**src/rtl/regfile_wr_arbiter.sv**
```systemverilog
// Write-port arbiter and read-hazard gate for the 16x32 register file.
// Two single-entry hold registers feed one registered write port with round-robin fairness.
module regfile_wr_arbiter #(
    parameter int DW = 32,
    parameter int AW = 4
) (
    input  logic          clk,
    input  logic          rst_n,
    input  logic          a_valid_i,
    output logic          a_ready_o,
    input  logic [AW-1:0] a_rd_i,
    input  logic [DW-1:0] a_data_i,
    input  logic          b_valid_i,
    output logic          b_ready_o,
    input  logic [AW-1:0] b_rd_i,
    input  logic [DW-1:0] b_data_i,
    input  logic          rd_req_i,
    input  logic [AW-1:0] rs1_i,
    input  logic [AW-1:0] rs2_i,
    output logic          rd_stall_o,
    output logic          rd_allow_o,
    output logic [AW-1:0] Rs1_o,
    output logic [AW-1:0] Rs2_o,
    output logic          wr_allow_o,
    output logic [AW-1:0] Rd_o,
    output logic [DW-1:0] DI_o
);

    typedef enum logic {RR_A = 1'b0, RR_B = 1'b1} rr_e;

    logic          haValid_q, haValid_d, hbValid_q, hbValid_d;
    logic [AW-1:0] haRd_q, haRd_d, hbRd_q, hbRd_d;
    logic [DW-1:0] haData_q, haData_d, hbData_q, hbData_d;
    logic          bOlder_q, bOlder_d;
    rr_e           rr_q, rr_d;
    logic          wrAllow_q, wrAllow_d;
    logic [AW-1:0] rd_q, rd_d;
    logic [DW-1:0] di_q, di_d;

    logic sameRd, grantA, grantB, acceptA, acceptB, contended;

    // bOlder_q only matters while both holds are valid; it breaks same-rd ties so writes stay in order
    assign sameRd    = (haRd_q == hbRd_q);
    assign contended = haValid_q && hbValid_q && !sameRd;
    assign grantA    = haValid_q && (!hbValid_q || (sameRd ? !bOlder_q : (rr_q == RR_A)));
    assign grantB    = hbValid_q && (!haValid_q || (sameRd ?  bOlder_q : (rr_q == RR_B)));

    assign a_ready_o = !haValid_q || grantA;
    assign b_ready_o = !hbValid_q || grantB;
    assign acceptA   = a_valid_i && a_ready_o;
    assign acceptB   = b_valid_i && b_ready_o;

    always_comb begin
        haValid_d = haValid_q;
        haRd_d    = haRd_q;
        haData_d  = haData_q;
        hbValid_d = hbValid_q;
        hbRd_d    = hbRd_q;
        hbData_d  = hbData_q;
        bOlder_d  = bOlder_q;
        rr_d      = rr_q;
        wrAllow_d = grantA || grantB;
        rd_d      = rd_q;
        di_d      = di_q;

        if (grantA) begin
            haValid_d = 1'b0;
            rd_d      = haRd_q;
            di_d      = haData_q;
        end else if (grantB) begin
            rd_d      = hbRd_q;
            di_d      = hbData_q;
        end
        if (grantB) hbValid_d = 1'b0;

        if (acceptA) begin
            haValid_d = 1'b1;
            haRd_d    = a_rd_i;
            haData_d  = a_data_i;
        end
        if (acceptB) begin
            hbValid_d = 1'b1;
            hbRd_d    = b_rd_i;
            hbData_d  = b_data_i;
        end

        // A fresh entry is always younger than a surviving one; simultaneous arrivals favour A
        if (acceptA && acceptB)  bOlder_d = 1'b0;
        else if (acceptA)        bOlder_d = 1'b1;
        else if (acceptB)        bOlder_d = 1'b0;

        if (contended) rr_d = grantA ? RR_B : RR_A;
    end

    always_ff @(posedge clk or negedge rst_n) begin
        if (!rst_n) begin
            haValid_q <= 1'b0;
            haRd_q    <= '0;
            haData_q  <= '0;
            hbValid_q <= 1'b0;
            hbRd_q    <= '0;
            hbData_q  <= '0;
            bOlder_q  <= 1'b0;
            rr_q      <= RR_A;
            wrAllow_q <= 1'b0;
            rd_q      <= '0;
            di_q      <= '0;
        end else begin
            haValid_q <= haValid_d;
            haRd_q    <= haRd_d;
            haData_q  <= haData_d;
            hbValid_q <= hbValid_d;
            hbRd_q    <= hbRd_d;
            hbData_q  <= hbData_d;
            bOlder_q  <= bOlder_d;
            rr_q      <= rr_d;
            wrAllow_q <= wrAllow_d;
            rd_q      <= rd_d;
            di_q      <= di_d;
        end
    end

    function automatic logic hit(input logic [AW-1:0] r);
        return (haValid_q && haRd_q == r) || (hbValid_q && hbRd_q == r) || (wrAllow_q && rd_q == r);
    endfunction

    assign rd_stall_o = rd_req_i && (hit(rs1_i) || hit(rs2_i));
    assign rd_allow_o = rd_req_i && !rd_stall_o;
    assign Rs1_o      = rs1_i;
    assign Rs2_o      = rs2_i;
    assign wr_allow_o = wrAllow_q;
    assign Rd_o       = rd_q;
    assign DI_o       = di_q;

endmodule

```
**config.mk**
```make
export PLATFORM = sky130hd
export DESIGN_NAME = regfile_wr_arbiter
export DESIGN_NICKNAME = d
export VERILOG_FILES = /design/src/rtl/regfile_wr_arbiter.sv
export SDC_FILE = /design/constraint.sdc
export NUM_CORES = 1
export LEC_CHECK = 0
export ABC_CLOCK_PERIOD_IN_PS = 3950
export BUFFER_PORTS_ARGS = -buffer_cell sky130_fd_sc_hd__buf_2
export CAP_MARGIN = 20
export CORE_ASPECT_RATIO = 0.7
export CORE_UTILIZATION = 57
export DETAILED_ROUTE_END_ITERATION = 8
export GPL_TIMING_DRIVEN = 0
export PLACE_DENSITY = 0.95
export SLEW_MARGIN = 15
export SYNTH_ARGS = -nofsm -noshare
export SYNTH_HDL_FRONTEND = slang
export SYNTH_SLANG_ARGS = --single-unit
```
**constraint.sdc**
```tcl
create_clock -name clk -period 3.95 [get_ports clk]
set_input_delay 0.1975 -clock clk [delete_from_list [all_inputs] [get_ports clk]]
set_output_delay 0.1975 -clock clk [all_outputs]
set_load 0.02 [all_outputs]
```
==> results.sh, run 1 <==
export IMPL_hp_class="input port to register"
export IMPL_fill_cells=594
export IMPL_gp_congestion=0.9124
export IMPL_die_w_um=117.2
export IMPL_skew_ps=14.39
export IMPL_clock_root_buffer="clkbuf_16"
export IMPL_power_share_clock=0.278
export IMPL_dieArea_um2=9679
export IMPL_drt_pre_antenna_iters=5
export IMPL_maxSlewHeadroom=0.4547
export IMPL_core_um2=9035
export IMPL_grt_max_degree=89
export IMPL_post_cts_buffers=0
export IMPL_power_switching_share=0.3479
export IMPL_finalHoldViolations=0
export IMPL_seq_area_frac_synth=0.5344
export IMPL_layout_cells_most_common="buf_2"
export IMPL_p_seq_frac=0.360
export IMPL_syn_area_um2=5291
export IMPL_yosys_warnings=0
export IMPL_cp_start_kind="register"
export IMPL_startpoint="haRd_q[0]"
export IMPL_max_vdd_ir_drop_uv=408.3
export IMPL_worstReg2RegEnd="hbData_q[30]"
export IMPL_syn_area_per_cell_um2=13.67
export IMPL_routed_via_density=5.614
export IMPL_rsz0062_at_grt="false"
export IMPL_drc=0
export IMPL_slew_viol_final=0
export IMPL_overflow=0
export IMPL_powerDensity_nw_per_um2=795.0
export IMPL_vias=3801
export IMPL_internal_power_uw=3496
export IMPL_clk_pin_slew_ps=50
export IMPL_finalSetupViolCount=0
export IMPL_cts_buffer_depth=2
export IMPL_r2r_start="haRd_q[0]"
export IMPL_cts_sinks=113
export IMPL_finalSetupTns_ps=0
export IMPL_multi_input_area_um2=2213
export IMPL_criticalPathCategory="register to register"
export IMPL_initial_core_util=0.5857
export IMPL_clk_latency_ps=420
export IMPL_synth_cells=387
export IMPL_synthDistinctLibCells=29
export IMPL_antennaDiodeCount=0
export IMPL_portBuffers=133
export IMPL_final_cell_area_um2=6744
export IMPL_drt_iter0_markers=202
export IMPL_critPathArrivalTime_ps=2920
export IMPL_switching_power_uw=1866
export IMPL_hold_start="b_data_i[27]"
export IMPL_final_nets=626
export IMPL_seq_area_um2=2828
export IMPL_htreeDepth=4
export IMPL_syn_nets=472
export IMPL_min_period_over_period=0.6663
export IMPL_status="finished, final reports clean"
export IMPL_core_rowCount=29
export IMPL_crit_end="hbData_q[30]"
export IMPL_top_level_ports=134
export IMPL_cap_violations=0
export IMPL_die_h_um=82.61
export IMPL_track_usage=0.2722
export IMPL_final_antenna_net_count=0
export IMPL_cp_end_kind="register"
export IMPL_final_cell_mix="137 x buf_2, 113 x dfrtp_1, 42 x mux2_2"
export IMPL_worstPathRequired_ps=4230
export IMPL_ff2ff_path_depth=7
export IMPL_wl_per_cell_um=18.64
export IMPL_grt_pass1_vias=3880
export IMPL_fin_util=0.7464
export IMPL_worstMarginPinSlew_ps=818.0
export IMPL_post_dp_cell_area_um2=6146
export IMPL_cp_max_fo=10
export IMPL_routed_wl_um=12620
export IMPL_grt_pass1_wl_um=19240
export IMPL_synthToLayoutAreaGrowth_pct=27.45
export IMPL_hpwl_um=8651
export IMPL_drive_above_1_share=0.4702
export IMPL_ctsHoldBuffers=1
export IMPL_period_minus_slack_ps=2632
export IMPL_numCtsBuffers=17
export IMPL_max_freq_mhz=380.0
export IMPL_antenna_found_initial=0
export IMPL_cts_tree="done"
export IMPL_cts_resized=0
export IMPL_combPwrFrac=0.362
export IMPL_yosys_register_bits=113
export IMPL_leakagePower_uw=0.003324
export IMPL_r2r_slack_ps=1320
## power groups by stage
| stage | Sequential (uW) | Clock, uW | Combinational [uW] |
|---|---|---|---|
| floorplan | 2080 | 0 | 1160 |
| global placement | 1900 | 0 | 1850 |
| detailed placement | 1930 | 0 | 1930 |
| CTS | 1920 | 1500 | 1950 |
| global route | 1980 | 1560 | 2080 |
| finish | 1930 | 1490 | 1940 |
## final cells by class
type | instances | area share
clock buffer | 27 | 0.08052
sequential | 113 | 0.4193
tap | 124 | 0.02301
multi-input combinational | 237 | 0.3282
buffer | 33 | 0.03488
timing repair buffer | 135 | 0.1052
inverter | 4 | 0.002226
clock inverter | 4 | 0.006679
## cells by family (layout without fill, tap and decap cells)
kind of cell / after synthesis / in the layout / share of synthesized area
muxes: 107 / 107 / 0.2417
xor gates and xnor gates: 29 / 29 / 0.04800
AOI/OAI and AO/OA: 46 / 46 / 0.08111
buffers and inverters: 37 / 203 / 0.04729
and+or+nand+nor: 55 / 55 / 0.04753
DFF: 113 / 113 / 0.5344
## layer usage
layer / up-vias / GRT usage / routed length, um
li1: 1697 / - / -
met1: 1932 / 0.3478 / 5451
met2: 153 / 0.4494 / 6176
met3: 19 / 0.06131 / 791
met4: 0 / 0.1177 / 198
met5: - / 0 / 0
## sequential cells by signal, indices dropped and copies added (netlist names)
name,count
wr_allow_o,1
haRd_q,4
Rd_o,4
hbData_q,32
hbValid_q,1
hbRd_q,4
haValid_q,1
DI_o,32
rr_q,1
bOlder_q,1
haData_q,32
## critical path: stages (launching register included)
cell and delay, ps:
dfrtp_1 370, buf_6 130, xor2_1 180, nor4_4 430, mux2_4 390, o21ai_4 360
buf_4 280, mux2_2 360
## metrics by stage
stage | hold WS, ps | cells | power [uW] | setup slack [ps]
finish | 9.981 | 677 | 5362 | 1318
global route | 9.072 | 677 | 5617 | 1209
CTS | 7.209 | 677 | 5369 | 1319
detailed placement | 73.47 | 645 | 3860 | 1323
global placement | 410.2 | 644 | 3752 | 1372
floorplan | -98.09 | 387 | 3242 | 1613
## Yosys cell counts, drive strengths merged
cell type	n	area, um^2
a21boi	1	7.510
a21oi	3	15.01
a221o	36	360.4
a31o	1	8.760
a31oi	1	6.260
buf	22	193.9
clkbuf	11	41.29
dfrtp	113	2828
inv	4	15.01
mux2	73	934.6
mux2i	34	344.1
nand2	6	22.52
nand2b	2	12.51
nand3	2	10.01
nor2	36	135.1
nor2b	1	6.260
nor4	7	58.81
o21ai	4	31.28
or2	1	6.260
xor2	29	254.0
## worst min path at each step
stage	endpoint	slack, ps	cells after the start
after floorplan	DI_o[0]	-100	0
after global placement	haValid_q	410	3
after detailed placement	DI_o[26]	70	1
after CTS	hbData_q[27]	7	2
after global routing	haData_q[6]	9	2
final	hbData_q[27]	10	2
Note: power is estimated with default switching activity, not from simulation.
==> inputs of run 2 (changes only) <==
--- a/config.mk
+++ b/config.mk
@@ -5,14 +5,15 @@
 export SDC_FILE = /design/constraint.sdc
 export NUM_CORES = 1
 export LEC_CHECK = 0
-export ABC_CLOCK_PERIOD_IN_PS = 3950
+export ABC_AREA = 1
+export ABC_CLOCK_PERIOD_IN_PS = 2380
 export BUFFER_PORTS_ARGS = -buffer_cell sky130_fd_sc_hd__buf_2
 export CAP_MARGIN = 20
 export CORE_ASPECT_RATIO = 0.7
-export CORE_UTILIZATION = 57
+export CORE_UTILIZATION = 49
 export DETAILED_ROUTE_END_ITERATION = 8
 export GPL_TIMING_DRIVEN = 0
-export PLACE_DENSITY = 0.95
+export PLACE_DENSITY = 0.87
 export SLEW_MARGIN = 15
 export SYNTH_ARGS = -nofsm -noshare
 export SYNTH_HDL_FRONTEND = slang
==> constraint.sdc (replaced) <==
create_clock -name clk -period 2.38 [get_ports clk]
set_input_delay 0.119 -clock clk [delete_from_list [all_inputs] [get_ports clk]]
set_output_delay 0.119 -clock clk [all_outputs]
set_load 0.02 [all_outputs]
==> run 2 against run 1 <==
Sequential power up 67%. Cell count up 61%. Worst setup slack worse by 1100 ps. Via count up 45%. First-iteration DRC count up 110%. Clock power up 66%. Worst hold slack better by 21 ps. Sequential share of layout area down 5.6 points. Critical path depth up 3. Global-route usage up 1.8 points. Flip-flop and latch count unchanged. Critical path type is now register to output pin. Largest cell class unchanged. Largest power group unchanged.
==> results.sh, run 2 <==
export IMPL_syn_nets=788
export IMPL_synth_edff_count=0
export IMPL_core_rowCount=32
export IMPL_finalHoldViolations=0
export IMPL_slew_viol_final=0
export IMPL_wl_per_cell_um=14.73
export IMPL_antennaDiodeCount=0
export IMPL_initial_core_util=0.5068
export IMPL_finalSetupTns_ps=0
export IMPL_hp_class="input port to register"
export IMPL_placedCellCount=988
export IMPL_numCtsBuffers=17
export IMPL_maxSlewHeadroom=0.4123
export IMPL_drc=0
export IMPL_gp_congestion=0.8564
export IMPL_final_cell_mix="237 x nand2_1, 153 x nand3_1, 141 x buf_2"
export IMPL_crit_slowest_cell="dfrtp_1"
export IMPL_dieArea_um2=11870
export IMPL_powerDensity_nw_per_um2=1256
export IMPL_leakagePower_uw=0.004173
export IMPL_portBuffers=131
export IMPL_grt_pass1_vias=5216
export IMPL_fin_ws_ps=219.2
export IMPL_finalSetupViolCount=0
export IMPL_core_um2=11050
export IMPL_antenna_found_initial=0
export IMPL_syn_area_per_cell_um2=7.966
export IMPL_drive_above_1_share=0.2332
export IMPL_critPathArrivalTime_ps=2040
export IMPL_async_reset_ff_frac=1.000
export IMPL_synth_top_family_by_area="simple AND/OR/NAND/NOR gates"
export IMPL_synth_ff_type="dfrtp_1"
export IMPL_grt_pass1_wl_um=25590
export IMPL_final_cell_area_um2=7794
export IMPL_synth_top_area_cell="dfrtp_1"
export IMPL_synthTopCellsByArea="dfrtp_1 50%, nand2_1 16%, nand3_1 14%, xor2_1 3.8%, nor2_1 3.5%"
export IMPL_cts_resized=0
export IMPL_cp_end_kind="output pin"
export IMPL_clk_latency_ps=420
export IMPL_routed_via_density=5.043
export IMPL_criticalPathCategory="register to output pin"
export IMPL_yosys_area_share_simple=0.3642
export IMPL_seq_area_frac_synth=0.5049
export IMPL_die_w_um=129.8
export IMPL_max_vdd_ir_drop_uv=705.9
export IMPL_cap_violations=0
export IMPL_htreeDepth=4
export IMPL_overflow=0
export IMPL_final_antenna_net_count=0
export IMPL_synthToLayoutAreaGrowth_pct=39.16
export IMPL_min_period_over_period=0.9079
export IMPL_cts_sinks=113
export IMPL_place_ws_ps=306.2
export IMPL_final_nets=1012
export IMPL_status="finished, final reports clean"
export IMPL_synth_top_area_share=0.5049
export IMPL_skew_ps=11.63
export IMPL_path_cells="inv_1, nand2_1, nand2_1, nor2_4, nand2_2, nand2_4, nand2_2, nand2_4, buf_2, buf_2"
export IMPL_track_usage=0.2897
export IMPL_slowest_delay_ps=480
export IMPL_worstPathRequired_ps=2260
export IMPL_top_level_ports=134
export IMPL_synthTopCellsByCount="237 x nand2_1, 153 x nand3_1, 113 x dfrtp_1, 52 x nor2_1, 45 x inv_1"
export IMPL_cts_tree="done"
export IMPL_yosys_register_bits=113
export IMPL_rsz0062_at_grt="false"
export IMPL_synth_xor_area_frac=0.03753
export IMPL_hpwl_um=10290
export IMPL_max_freq_mhz=462.8
export IMPL_grt_max_degree=70
export IMPL_clk_pin_slew_ps=50
export IMPL_period_minus_slack_ps=2161
export IMPL_fin_cells=1092
export IMPL_layout_cells_most_common="nand2_1"
export IMPL_die_h_um=91.45
export IMPL_syn_area_um2=5600
export IMPL_synth_mux_area_frac=0
export IMPL_worstMarginPinSlew_ps=878.2
export IMPL_finalPower_uw=9787
export IMPL_synthDistinctLibCells=20
export IMPL_cp_max_fo=10
export IMPL_yosysMostFrequentCell="nand2_1"
export IMPL_cts_buffer_depth=2
export IMPL_synth_cells=703
export IMPL_drt_iter0_markers=431
export IMPL_clock_root_buffer="clkbuf_16"
export IMPL_post_dp_cell_area_um2=6481
export IMPL_synthAdderAreaFrac=0
export IMPL_routed_wl_um=16080
export IMPL_drt_pre_antenna_iters=5
export IMPL_cp_start_kind="register"
export IMPL_vias=5507
export IMPL_synth_compound_area_share=0.0008937
export IMPL_yosys_warnings=0
==> run 2: worst paths after layout <==
check	startpoint	endpoint	slack [ps]	cells past startpoint
min in group asynchronous	rst_n	haData_q[21]	210	2
worst min register to register	haData_q[16]	haData_q[16]	470	2
worst max-delay path	hbRd_q[2]	b_ready_o	220	10
max in group asynchronous	rst_n	hbData_q[27]	1510	3
worst max register to register	hbValid_q	DI_o[21]	250	6
worst min-delay path	b_valid_i	hbData_q[24]	30	3
==> run 2: worst max-delay path: cells and delay by family, from the launching register on <==
family | cells | cell delay [ps]
buffers and inverters | 3 | 520
DFF | 1 | 480
and+or+nand+nor | 7 | 620
==> run 2: per-stage QoR <==
stage	hold WS [ps]	util
after global routing	54.55	0.7053
final	30.77	0.7053
after floorplan	-176.6	-
after detailed placement	73.08	0.5865
after global placement	354.0	0.5834
after CTS	26.73	0.7053
==> run 2: what timing repair did <==
item / in CTS / in global routing
hold buffers: 73 / 0
buffers inserted: 0 / 0
endpoints found under the hold margin: 116 / 0
==> run 2: cells by family (layout without fill, tap and decap cells) <==
group	count (synthesis)	count (layout)
compound gates	1	1
simple gates	464	464
buf+inv	101	337
flops	113	113
xor+xnor	24	24
==> run 2: layout make-up <==
type | instances | area [um^2]
timing repair buffer | 205 | 1420
tap | 153 | 191.4
buffer | 55 | 345.3
sequential | 113 | 2828
multi-input combinational | 489 | 2255
clock inverter | 9 | 107.6
fill | 842 | 3257
inverter | 46 | 172.7
clock buffer | 22 | 474.2
==> run 2: power breakdown <==
part | switching [uW] | total, uW | internal [uW]
clock network | 867 | 2480 | 1610
registers | 521 | 3220 | 2700
logic | 2630 | 4090 | 1460
total | 4020 | 9790 | 5770
==> run 2: metal layers <==
layer  global-route usage  vias up  wire length [um]
li1                     -     2649                 -
met1               0.3859     2542              7056
met2               0.4305      267              7145
met3              0.08132       49              1395
met4               0.1473        0               485
met5                    0        -                 0
==> inputs of run 3 (changes only) <==
--- a/config.mk
+++ b/config.mk
@@ -6,7 +6,6 @@
 export NUM_CORES = 1
 export LEC_CHECK = 0
 export ABC_AREA = 1
-export ABC_CLOCK_PERIOD_IN_PS = 2380
 export BUFFER_PORTS_ARGS = -buffer_cell sky130_fd_sc_hd__buf_2
 export CAP_MARGIN = 20
 export CORE_ASPECT_RATIO = 0.7
==> constraint.sdc (replaced) <==
create_clock -name clk -period 2.38 [get_ports clk]
set_input_delay 0.119 -clock clk [delete_from_list [all_inputs] [get_ports clk]]
set_output_delay 0.119 -clock clk [all_outputs]
set_load 0.1 [all_outputs]
==> run 3 against run 2 <==
The run now ends with negative hold slack left. Non-clock buffer count is 1 lower. Power increased by 23%. Worst hold slack got worse by 33 ps. Flip-flop and latch count stayed put. Sequential power hardly changed. Clock skew shrank 4.1 ps. Global-route usage increased by 0.56 points. Worst setup slack lost 100 ps. Critical path type unchanged. Largest cell class unchanged. Largest power group unchanged. Highest routed layer unchanged.
==> results.sh, run 3 (synthesis results as in run 2) <==
export IMPL_status="finished, violations left"
export IMPL_violations="negative hold slack"
export IMPL_cp_start_kind="register"
export IMPL_crit_slowest_cell="dfrtp_1"
export IMPL_portBuffers=131
export IMPL_final_cell_mix="237 x nand2_1, 153 x nand3_1, 139 x buf_2"
export IMPL_leakagePower_uw=0.004194
export IMPL_path_cells="inv_1, nand2_1, nand2_2, nor2_4, nand2_2, nand2_4, nand2_2, nand2_4, buf_2, buf_6"
export IMPL_dieArea_um2=11870
export IMPL_wl_per_cell_um=15.00
export IMPL_final_antenna_net_count=0
export IMPL_fill_cells=832
export IMPL_slew_viol_final=0
export IMPL_timing_hold_ws_ps=-1.995
export IMPL_worstPathRequired_ps=2260
export IMPL_grt_max_degree=65
export IMPL_crit_top_cell="nand2_2"
export IMPL_finalSetupViolCount=0
export IMPL_die_h_um=91.45
export IMPL_cap_violations=0
export IMPL_layout_cells_most_common="nand2_1"
export IMPL_finalPower_uw=12050
export IMPL_fin_cells=1093
export IMPL_numCtsBuffers=17
export IMPL_clk_latency_ps=420
export IMPL_powerDensity_nw_per_um2=1538
export IMPL_cp_end_kind="output pin"
export IMPL_max_vdd_ir_drop_uv=778.6
export IMPL_drive_above_1_share=0.2386
export IMPL_final_cell_area_um2=7835
export IMPL_antenna_found_initial=1
export IMPL_r2r_start="hbValid_q"
export IMPL_htreeDepth=4
export IMPL_synthToLayoutAreaGrowth_pct=39.90
export IMPL_hold_start="b_data_i[21]"
export IMPL_startpoint="hbRd_q[0]"
export IMPL_crit_buf_inv=3
export IMPL_criticalPathCategory="register to output pin"
export IMPL_clock_root_buffer="clkbuf_16"
export IMPL_rsz0062_at_grt="false"
export IMPL_path_delay_family="simple AND/OR/NAND/NOR gates"
export IMPL_gp_congestion=0.8080
export IMPL_cts_buffer_depth=2
export IMPL_grt_pass1_wl_um=26230
export IMPL_core_um2=11050
export IMPL_maxSlewHeadroom=0.4542
export IMPL_drc=0
export IMPL_grt_pass1_vias=5421
export IMPL_clk_pin_slew_ps=50
export IMPL_placedCellCount=988
export IMPL_routed_wl_um=16390
export IMPL_post_cts_buffers=0
export IMPL_cts_tree="done"
export IMPL_max_freq_mhz=441.5
export IMPL_drt_iter0_markers=525
export IMPL_die_w_um=129.8
export IMPL_skew_ps=7.487
export IMPL_drt_pre_antenna_iters=5
export IMPL_vias=5595
export IMPL_critPathArrivalTime_ps=2150
export IMPL_hp_class="input port to register"
export IMPL_min_period_over_period=0.9516
export IMPL_hpwl_um=10380
export IMPL_track_usage=0.2953
export IMPL_post_dp_cell_area_um2=6496
export IMPL_finalHoldViolations=1
export IMPL_initial_core_util=0.5068
export IMPL_top_level_ports=134
export IMPL_cp_max_fo=10
export IMPL_cts_sinks=113
export IMPL_core_rowCount=32
export IMPL_period_minus_slack_ps=2265
export IMPL_worstMarginPinSlew_ps=815.8
export IMPL_overflow=0
export IMPL_routed_via_density=5.119
export IMPL_finalSetupTns_ps=0
export IMPL_slowest_delay_ps=470
export IMPL_final_nets=1011
-- run 3: changes by cell type in the layout (fill, tap and decap cells not counted), sizes merged --
| cell | before | now |
|---|---|---|
| buf | 167 | 166 |
| bufinv | 2 | 3 |
| clkinv | 5 | 6 |
| diode | 0 | 1 |
| dlygate4sd3 | 73 | 72 |
-- run 3: metal layers --
layer | share of wire | global-route usage
met1 | 0.43 | 0.3857
met2 | 0.45 | 0.4523
met3 | 0.083 | 0.07955
met4 | 0.037 | 0.1453
met5 | 0 | 0
-- run 3: final cells by class --
type,count,area [um^2],share of cell area
Multi-Input combinational cell,489,2270,0.2897
Tap cell,153,191.4,0.02443
Timing Repair Buffer,204,1419,0.1811
Clock inverter,11,135.1,0.01725
Sequential cell,113,2828,0.3609
Clock buffer,21,470.5,0.06004
Antenna cell,1,2.502,0.0003194
Buffer,55,346.6,0.04424
Inverter,46,172.7,0.02204
-- run 3: metrics by stage --
| stage | utilization | setup WS, ps |
|---|---|---|
| after floorplan | - | 276.5 |
| after global placement | 0.5848 | -104.9 |
| after detailed placement | 0.5879 | 320.8 |
| after CTS | 0.7081 | 8.592 |
| after global routing | 0.7090 | 0.1052 |
| final | 0.7090 | 115.1 |
-- run 3: timing repair --
item | in CTS | in global routing
endpoints found under the setup margin | 1 | 3
resized for setup | 1 | 4
endpoints found under the hold margin | 120 | 0
hold buffers | 72 | 0
-- run 3: final timing paths --
kind	slack, ps	depth (start not counted)	endpoint
min	-2	3	hbData_q[21]
max reg2reg	260	6	Rd_o[0]
min in group asynchronous	210	2	DI_o[15]
min reg2reg	470	2	haData_q[21]
max in group asynchronous	1500	3	hbData_q[26]
max	120	10	b_ready_o
-- run 3: power by group --
group          switching [uW]  internal (uW)  leakage (uW)
Combinational            4780           1480       0.00251
Clock                     877           1710      0.000298
Sequential                502           2700       0.00138
-- run 3: worst reg2reg max path, delay by kind of cell (launching register included) --
family                 cells  cell delay (ps)
buffers and inverters      2              720
flip-flops                 1              350
AND/OR/NAND/NOR            4              940
